**config.mk**
```make
export PLATFORM = sky130hd
export DESIGN_NAME = me_window_loader
export DESIGN_NICKNAME = d
export VERILOG_FILES = /design/src/rtl/me_pkg.sv /design/src/rtl/me_run_timer.sv /design/src/rtl/me_window_loader.sv
export SDC_FILE = /design/constraint.sdc
export NUM_CORES = 1
export LEC_CHECK = 0
export BUFFER_PORTS_ARGS = -buffer_cell sky130_fd_sc_hd__buf_2
export CORE_ASPECT_RATIO = 0.8
export CORE_MARGIN = 3
export CORE_UTILIZATION = 55
export CTS_CLUSTER_SIZE = 10
export DETAILED_ROUTE_END_ITERATION = 10
export PLACE_DENSITY_LB_ADDON = 0.25
export SLEW_MARGIN = 20
export SYNTH_ARGS = -nofsm -noshare
export SYNTH_HDL_FRONTEND = slang
export SYNTH_HIERARCHICAL = 1
export SYNTH_SLANG_ARGS = --single-unit
```
**constraint.sdc**
```tcl
create_clock -name clock -period 5.5 [get_ports clock]
set_clock_uncertainty 0.2 [all_clocks]
set_input_delay 1.1 -clock clock [delete_from_list [all_inputs] [get_ports clock]]
set_output_delay 1.1 -clock clock [all_outputs]
set_load 0.01 [all_outputs]
```
**src/rtl/me_pkg.sv**
```systemverilog
// ---------------------------------------------------------------------------
// me_pkg
// Shared constants and types for the motion-estimator window loader.
//   REF_PIXELS / SRCH_PIXELS : pixel counts of the 16x16 reference block and
//                              the 32x32 search window
//   PIX_W                    : pixel width
//   REF_AW / SRCH_AW         : write address widths of the R and S memories
//   loader_state_t           : loader sequencing states
//   me_result_t              : captured estimator result
// ---------------------------------------------------------------------------
package me_pkg;

  localparam int REF_PIXELS  = 256;
  localparam int SRCH_PIXELS = 1024;
  localparam int PIX_W       = 8;
  localparam int REF_AW      = $clog2(REF_PIXELS);
  localparam int SRCH_AW     = $clog2(SRCH_PIXELS);
  localparam int MV_RAW_W    = 4;
  localparam int MV_W        = 5;
  localparam int DIST_W      = 8;

  // BestDist value the estimator reports when no candidate matched.
  localparam logic [DIST_W-1:0] NO_MATCH_DIST = 8'hFF;

  typedef enum logic [1:0] {
    LOAD_REF  = 2'd0,
    LOAD_SRCH = 2'd1,
    RUN       = 2'd2,
    HOLD      = 2'd3
  } loader_state_t;

  typedef struct packed {
    logic signed [MV_W-1:0] mvx;
    logic signed [MV_W-1:0] mvy;
    logic [DIST_W-1:0]      bestdist;
    logic                   nomatch;
    logic                   timeout;
  } me_result_t;

endpackage

```
**src/rtl/me_run_timer.sv**
```systemverilog
// ---------------------------------------------------------------------------
// me_run_timer
// Counts estimator RUN cycles and flags the last permitted cycle.
//   clock  : rising-edge clock
//   reset  : asynchronous active-low reset
//   clr_i  : synchronous clear (takes priority over enable)
//   en_i   : count this cycle
//   tc_o   : high while enabled and the count sits at CYCLES-1
// ---------------------------------------------------------------------------
module me_run_timer
  import me_pkg::*;
#(
  parameter int CYCLES = 4200
) (
  input  logic clock,
  input  logic reset,
  input  logic clr_i,
  input  logic en_i,
  output logic tc_o
);

  localparam int            W    = $clog2(CYCLES);
  localparam logic [W-1:0]  LAST = W'(CYCLES - 1);

  logic [W-1:0] cnt_q, cnt_d;

  always_comb begin
    cnt_d = cnt_q;
    if (clr_i) begin
      cnt_d = '0;
    end else if (en_i && (cnt_q != LAST)) begin
      cnt_d = cnt_q + W'(1);
    end
  end

  always_ff @(posedge clock or negedge reset) begin
    if (!reset) begin
      cnt_q <= '0;
    end else begin
      cnt_q <= cnt_d;
    end
  end

  assign tc_o = en_i && (cnt_q == LAST);

endmodule

```
**src/rtl/me_window_loader.sv**
```systemverilog
// ---------------------------------------------------------------------------
// me_window_loader
// Loads a reference block and a search window from a pixel stream into the
// motion estimator's memories, runs the estimator, and hands its (sign-
// converted) result downstream over a valid/ready port.
//   clock, reset            : rising-edge clock, asynchronous active-low reset
//   in_valid/in_ready/in_data : pixel stream (256 ref pixels, then 1024 search)
//   ref_we/ref_waddr/ref_wdata    : registered R-memory write port
//   srch_we/srch_waddr/srch_wdata : registered S-memory write port
//   me_start      : level start, held until completion or timeout
//   me_completed, me_motionX/Y, me_bestdist : estimator result inputs
//   res_valid/res_ready, res_mvx/mvy, res_bestdist, res_nomatch, res_timeout
//                 : captured result port
//   busy          : low only when idle in LOAD_REF with nothing accepted yet
// ---------------------------------------------------------------------------
module me_window_loader
  import me_pkg::*;
#(
  parameter int TIMEOUT_CYCLES = 4200
) (
  input  logic                     clock,
  input  logic                     reset,
  input  logic                     in_valid,
  output logic                     in_ready,
  input  logic [PIX_W-1:0]         in_data,
  output logic                     ref_we,
  output logic [REF_AW-1:0]        ref_waddr,
  output logic [PIX_W-1:0]         ref_wdata,
  output logic                     srch_we,
  output logic [SRCH_AW-1:0]       srch_waddr,
  output logic [PIX_W-1:0]         srch_wdata,
  output logic                     me_start,
  input  logic                     me_completed,
  input  logic [MV_RAW_W-1:0]      me_motionX,
  input  logic [MV_RAW_W-1:0]      me_motionY,
  input  logic [DIST_W-1:0]        me_bestdist,
  output logic                     res_valid,
  input  logic                     res_ready,
  output logic signed [MV_W-1:0]   res_mvx,
  output logic signed [MV_W-1:0]   res_mvy,
  output logic [DIST_W-1:0]        res_bestdist,
  output logic                     res_nomatch,
  output logic                     res_timeout,
  output logic                     busy
);

  localparam logic [SRCH_AW-1:0] REF_LAST  = SRCH_AW'(REF_PIXELS - 1);
  localparam logic [SRCH_AW-1:0] SRCH_LAST = SRCH_AW'(SRCH_PIXELS - 1);

  // Two's-complement 4-bit vector to signed 5-bit: raw>=8 maps to raw-16.
  function automatic logic signed [MV_W-1:0] sext_mv(input logic [MV_RAW_W-1:0] raw);
    return $signed({raw[MV_RAW_W-1], raw});
  endfunction

  loader_state_t          state_q, state_d;
  logic [SRCH_AW-1:0]     cnt_q, cnt_d;
  me_result_t             res_q, res_d;
  logic                   alive_q;
  logic                   ref_we_q, ref_we_d;
  logic [REF_AW-1:0]      ref_waddr_q, ref_waddr_d;
  logic [PIX_W-1:0]       ref_wdata_q, ref_wdata_d;
  logic                   srch_we_q, srch_we_d;
  logic [SRCH_AW-1:0]     srch_waddr_q, srch_waddr_d;
  logic [PIX_W-1:0]       srch_wdata_q, srch_wdata_d;
  logic                   accept;
  logic                   in_run;
  logic                   timer_tc;

  // alive_q keeps in_ready low while reset is asserted and lets it rise on
  // the first clock after release, even though the state is already LOAD_REF.
  assign in_ready = alive_q && ((state_q == LOAD_REF) || (state_q == LOAD_SRCH));
  assign accept   = in_valid && in_ready;
  assign in_run   = (state_q == RUN);

  me_run_timer #(
    .CYCLES (TIMEOUT_CYCLES)
  ) u_timer (
    .clock (clock),
    .reset (reset),
    .clr_i (!in_run),
    .en_i  (in_run),
    .tc_o  (timer_tc)
  );

  always_comb begin
    state_d      = state_q;
    cnt_d        = cnt_q;
    res_d        = res_q;
    ref_we_d     = 1'b0;
    ref_waddr_d  = ref_waddr_q;
    ref_wdata_d  = ref_wdata_q;
    srch_we_d    = 1'b0;
    srch_waddr_d = srch_waddr_q;
    srch_wdata_d = srch_wdata_q;

    case (state_q)
      LOAD_REF: begin
        if (accept) begin
          ref_we_d    = 1'b1;
          ref_waddr_d = cnt_q[REF_AW-1:0];
          ref_wdata_d = in_data;
          if (cnt_q == REF_LAST) begin
            cnt_d   = '0;
            state_d = LOAD_SRCH;
          end else begin
            cnt_d = cnt_q + SRCH_AW'(1);
          end
        end
      end
      LOAD_SRCH: begin
        if (accept) begin
          srch_we_d    = 1'b1;
          srch_waddr_d = cnt_q;
          srch_wdata_d = in_data;
          if (cnt_q == SRCH_LAST) begin
            cnt_d   = '0;
            state_d = RUN;
          end else begin
            cnt_d = cnt_q + SRCH_AW'(1);
          end
        end
      end
      RUN: begin
        // A completion on the terminal cycle still beats the timeout.
        if (me_completed) begin
          res_d.mvx      = sext_mv(me_motionX);
          res_d.mvy      = sext_mv(me_motionY);
          res_d.bestdist = me_bestdist;
          res_d.nomatch  = (me_bestdist == NO_MATCH_DIST);
          res_d.timeout  = 1'b0;
          state_d        = HOLD;
        end else if (timer_tc) begin
          res_d.mvx      = '0;
          res_d.mvy      = '0;
          res_d.bestdist = NO_MATCH_DIST;
          res_d.nomatch  = 1'b1;
          res_d.timeout  = 1'b1;
          state_d        = HOLD;
        end
      end
      HOLD: begin
        if (res_ready) begin
          cnt_d   = '0;
          state_d = LOAD_REF;
        end
      end
      default: begin
        cnt_d   = '0;
        state_d = LOAD_REF;
      end
    endcase
  end

  always_ff @(posedge clock or negedge reset) begin
    if (!reset) begin
      state_q      <= LOAD_REF;
      cnt_q        <= '0;
      res_q        <= '0;
      alive_q      <= 1'b0;
      ref_we_q     <= 1'b0;
      ref_waddr_q  <= '0;
      ref_wdata_q  <= '0;
      srch_we_q    <= 1'b0;
      srch_waddr_q <= '0;
      srch_wdata_q <= '0;
    end else begin
      state_q      <= state_d;
      cnt_q        <= cnt_d;
      res_q        <= res_d;
      alive_q      <= 1'b1;
      ref_we_q     <= ref_we_d;
      ref_waddr_q  <= ref_waddr_d;
      ref_wdata_q  <= ref_wdata_d;
      srch_we_q    <= srch_we_d;
      srch_waddr_q <= srch_waddr_d;
      srch_wdata_q <= srch_wdata_d;
    end
  end

  assign ref_we       = ref_we_q;
  assign ref_waddr    = ref_waddr_q;
  assign ref_wdata    = ref_wdata_q;
  assign srch_we      = srch_we_q;
  assign srch_waddr   = srch_waddr_q;
  assign srch_wdata   = srch_wdata_q;
  assign me_start     = in_run;
  assign res_valid    = (state_q == HOLD);
  assign res_mvx      = res_q.mvx;
  assign res_mvy      = res_q.mvy;
  assign res_bestdist = res_q.bestdist;
  assign res_nomatch  = res_q.nomatch;
  assign res_timeout  = res_q.timeout;
  assign busy         = !((state_q == LOAD_REF) && (cnt_q == '0));

endmodule

```
==> out/metrics.cfg <==
[pwr]
powerDensity_nw_per_um2 = 299
netSwitchingFraction_pct = 27.4
internal-power_mw = 0.943
post-layout-total-power_mw = 1.30
net-switching-power_mw = 0.356
max-vdd-ir-drop_mv = 0.200
seq_power_share_pct = 52.7
cellLeakagePower_nw = 2.20
power_frac_comb_pct = 13.0
power.share.clock_pct = 34.3

[global_routing]
grt_first_pass_wirelength_mm = 13.3
grt_max_degree = 81
grtUsageTotal_pct = 21.4
grt_overflow_total = 0
first_global_vias = 2753
antenna_violations_before_repair = 0

[logic_synthesis]
synth-seq-cells = 80
synth_area_um2 = 3670
synth_largest_area_cell = sky130_fd_sc_hd__dfrtp_1
syn-mean-instance-area_um2 = 10.9
synth.net_count = 374
synth.distinct_cells = 47
yosys-top-cells-area = sky130_fd_sc_hd__dfrtp_1, sky130_fd_sc_hd__mux2_2, sky130_fd_sc_hd__nand2_1
ys.warnings.count = 6
post_synth_inst_count = 337
synth.yosys.seq_area_share_pct = 54.5
yosysTopAreaCellShare_pct = 54.5

[placement]
detailedPlacementHpwl_mm = 5.49
port_buf_inserts = 88
gpl.final_weighted_congestion = 0.867
dp_slack_ns = 2.73

[detailed_routing]
drt_drc_violations_left = 0
first_pass_iters = 4
routed_wirelength_mm = 7.69
via_per_inst = 5.42
drt_iter0_markers = 193
dr_total_vias = 2741
ant_nets = 0
avgRoutedWirePerCell_um = 15.2

[status]
run_status = completed

[clock_network]
post_cts_hold_buffer_count = 0
cts_resized = 0
cts_setup_buffers = 0
clock_latency_ns = 0.35
tritoncts = done
clockBufferDepth = 2
clkSinkCount = 80
worst_setup_hold_path_clk_slew_ns = 0.08
cts_root_buf = sky130_fd_sc_hd__clkbuf_8
htree_num_levels = 3
numCtsBuffers = 9

[worst_hold_path]
worst_hold_startpoint = res_mvx[0]
hold-path-endpoint = res_mvx[0]
whs_path_depth = 2
worst_hold_path_type = reg -> reg

[finish]
finalNetCount = 457
layout_commonest_cell = sky130_fd_sc_hd__buf_2
synthToLayoutAreaGrowth_pct = 18.3
antenna_cells = 0
layout.core_utilization_pct = 70.1
mostFrequentLayoutCells = sky130_fd_sc_hd__buf_2, sky130_fd_sc_hd__dfrtp_1, sky130_fd_sc_hd__nand2_1
layout-drive-gt1-share_pct = 33.2

[die]
die_w_um = 97.4
coreArea_um2 = 6190
rows = 25
pin_count = 89
die_h_um = 79.1
total_die_area_um2 = 7700
start_util_pct = 59.3

[setup_path]
path_max_fanout = 21
r2r_cells = 6
reg2reg_to = state_q[1]
worstSetupEndpointType = primary output
critical_path.reg2reg.startpoint = state_q[0]
timing.critical_path.arrival_ns = 1.80
worst-endpoint-required_ns = 4.20
timing_worst_setup_path_type = reg -> out
reg2reg_setup_slack_ns = 2.69
startpoint_type = flip-flop

[sta]
setup_tns_ns = 0
final-max-slew-violation-count = 0
finalCritPeriodShare_pct = 56.4
tightest_pin_transition_ns = 0.986
rsz0062_at_grt = false
post-route-min-period_ns = 3.10
slew-limit-headroom_pct = 34.1
fmaxAchievable_mhz = 322
hold_violations = 0
finalSetupViolCount = 0
final.hold.worst_slack_ns = 0.262
timing.final.ws_setup_ns = 2.40

[job]
timing.max_cap.violations = 0

## worst max path at each step
| stage | from | end | slack [ns] | cells past startpoint |
|---|---|---|---|---|
| floorplan | state_q[0] | busy | 3.16 | 5 |
| CTS | state_q[0] | me_start | 2.41 | 3 |
| detailed placement | in_valid | srch_wdata[0] | 2.73 | 3 |
| finish | state_q[0] | me_start | 2.40 | 3 |
| global placement | in_valid | srch_wdata[3] | 2.82 | 3 |
| global route | state_q[0] | me_start | 2.28 | 3 |
## cell families after synthesis
logic type                 Yosys count  synth area share (%)
AOI/OAI and AO/OA                   49                  9.03
muxes                               30                  9.23
xor gates and xnor gates            10                  2.38
and+or+nand+nor                    131                  18.5
buffers and inverters               28                  3.51
adders and majority gates            8                  2.73
other                                1                 0.102
DFF                                 80                  54.5
## flip-flops by register name (all words and copies together), names as in the netlist
register / cells
res_bestdist: 8
ref_waddr: 8
ref_wdata: 8
res_mvx: 4
state_q: 2
u_timer/cnt_q: 13
srch_wdata: 8
res_mvy: 4
alive_q: 1
res_nomatch: 1
res_timeout: 1
ref_we: 1
srch_we: 1
srch_waddr: 10
cnt_q: 10
## per-layer routing
layer / vias to the layer above / global-route usage [%] / wire, µm
li1: 1344 / - / -
met1: 1310 / 28.2 / 3450
met2: 80 / 33.8 / 3620
met3: 7 / 8.34 / 571
met5: - / 0 / 0
met4: 0 / 4.98 / 47
## final cells by class
cell class                      instances  area [µm²]
Sequential cell                        80        2000
Fill cell                             487        1850
Multi-Input combinational cell        229        1540
Timing Repair Buffer                   89         450
Clock buffer                           12         155
Tap cell                               81         101
Clock inverter                          4        51.3
Inverter                               11        41.3
## critical path, cell delays in order, from the launching register on
cell and delay, ns:
sky130_fd_sc_hd__dfrtp_1 0.41, sky130_fd_sc_hd__inv_1 0.14, sky130_fd_sc_hd__ha_1 0.64, sky130_fd_sc_hd__buf_2 0.25
## metrics by stage
step | cells | area (µm²)
after global routing | 506 | 4340
after floorplan | 337 | 3670
after detailed placement | 490 | 4140
after global placement | 490 | 4140
final | 506 | 4340
after CTS | 506 | 4340
## cell usage after synthesis (all sizes together)
cell type  number
nand2b          6
dfrtp          80
o31ai           4
nand2          44
o311a           1
mux2           28
o32ai           1
mux2i           2
nor4b           1
o2bb2ai         4
or4             1
nor2b           9
clkbuf          8
and3            7
ha              8
nor4            2
nor4bb          1
nor3            3
o22ai           2
a41oi           1
and2            3
nand4           8
conb            1
and4            3
o21a            2
o41ai           1
a211oi          1
nor2           16
nand3          23
xor2           10
o311ai          1
a21oi           3
buf             9
a211o           1
a31oi           2
o21ai          24
inv            11
or3             4
a41o            1
## power groups by stage
stage,clock (mW),combinational [mW],sequential [mW]
after floorplan,0,0.0845,0.698
after global placement,0,0.164,0.694
after detailed placement,0,0.171,0.695
after CTS,0.454,0.171,0.685
after global routing,0.484,0.189,0.693
final,0.446,0.169,0.685
No activity file was read; power rests on OpenSTA's default activity.
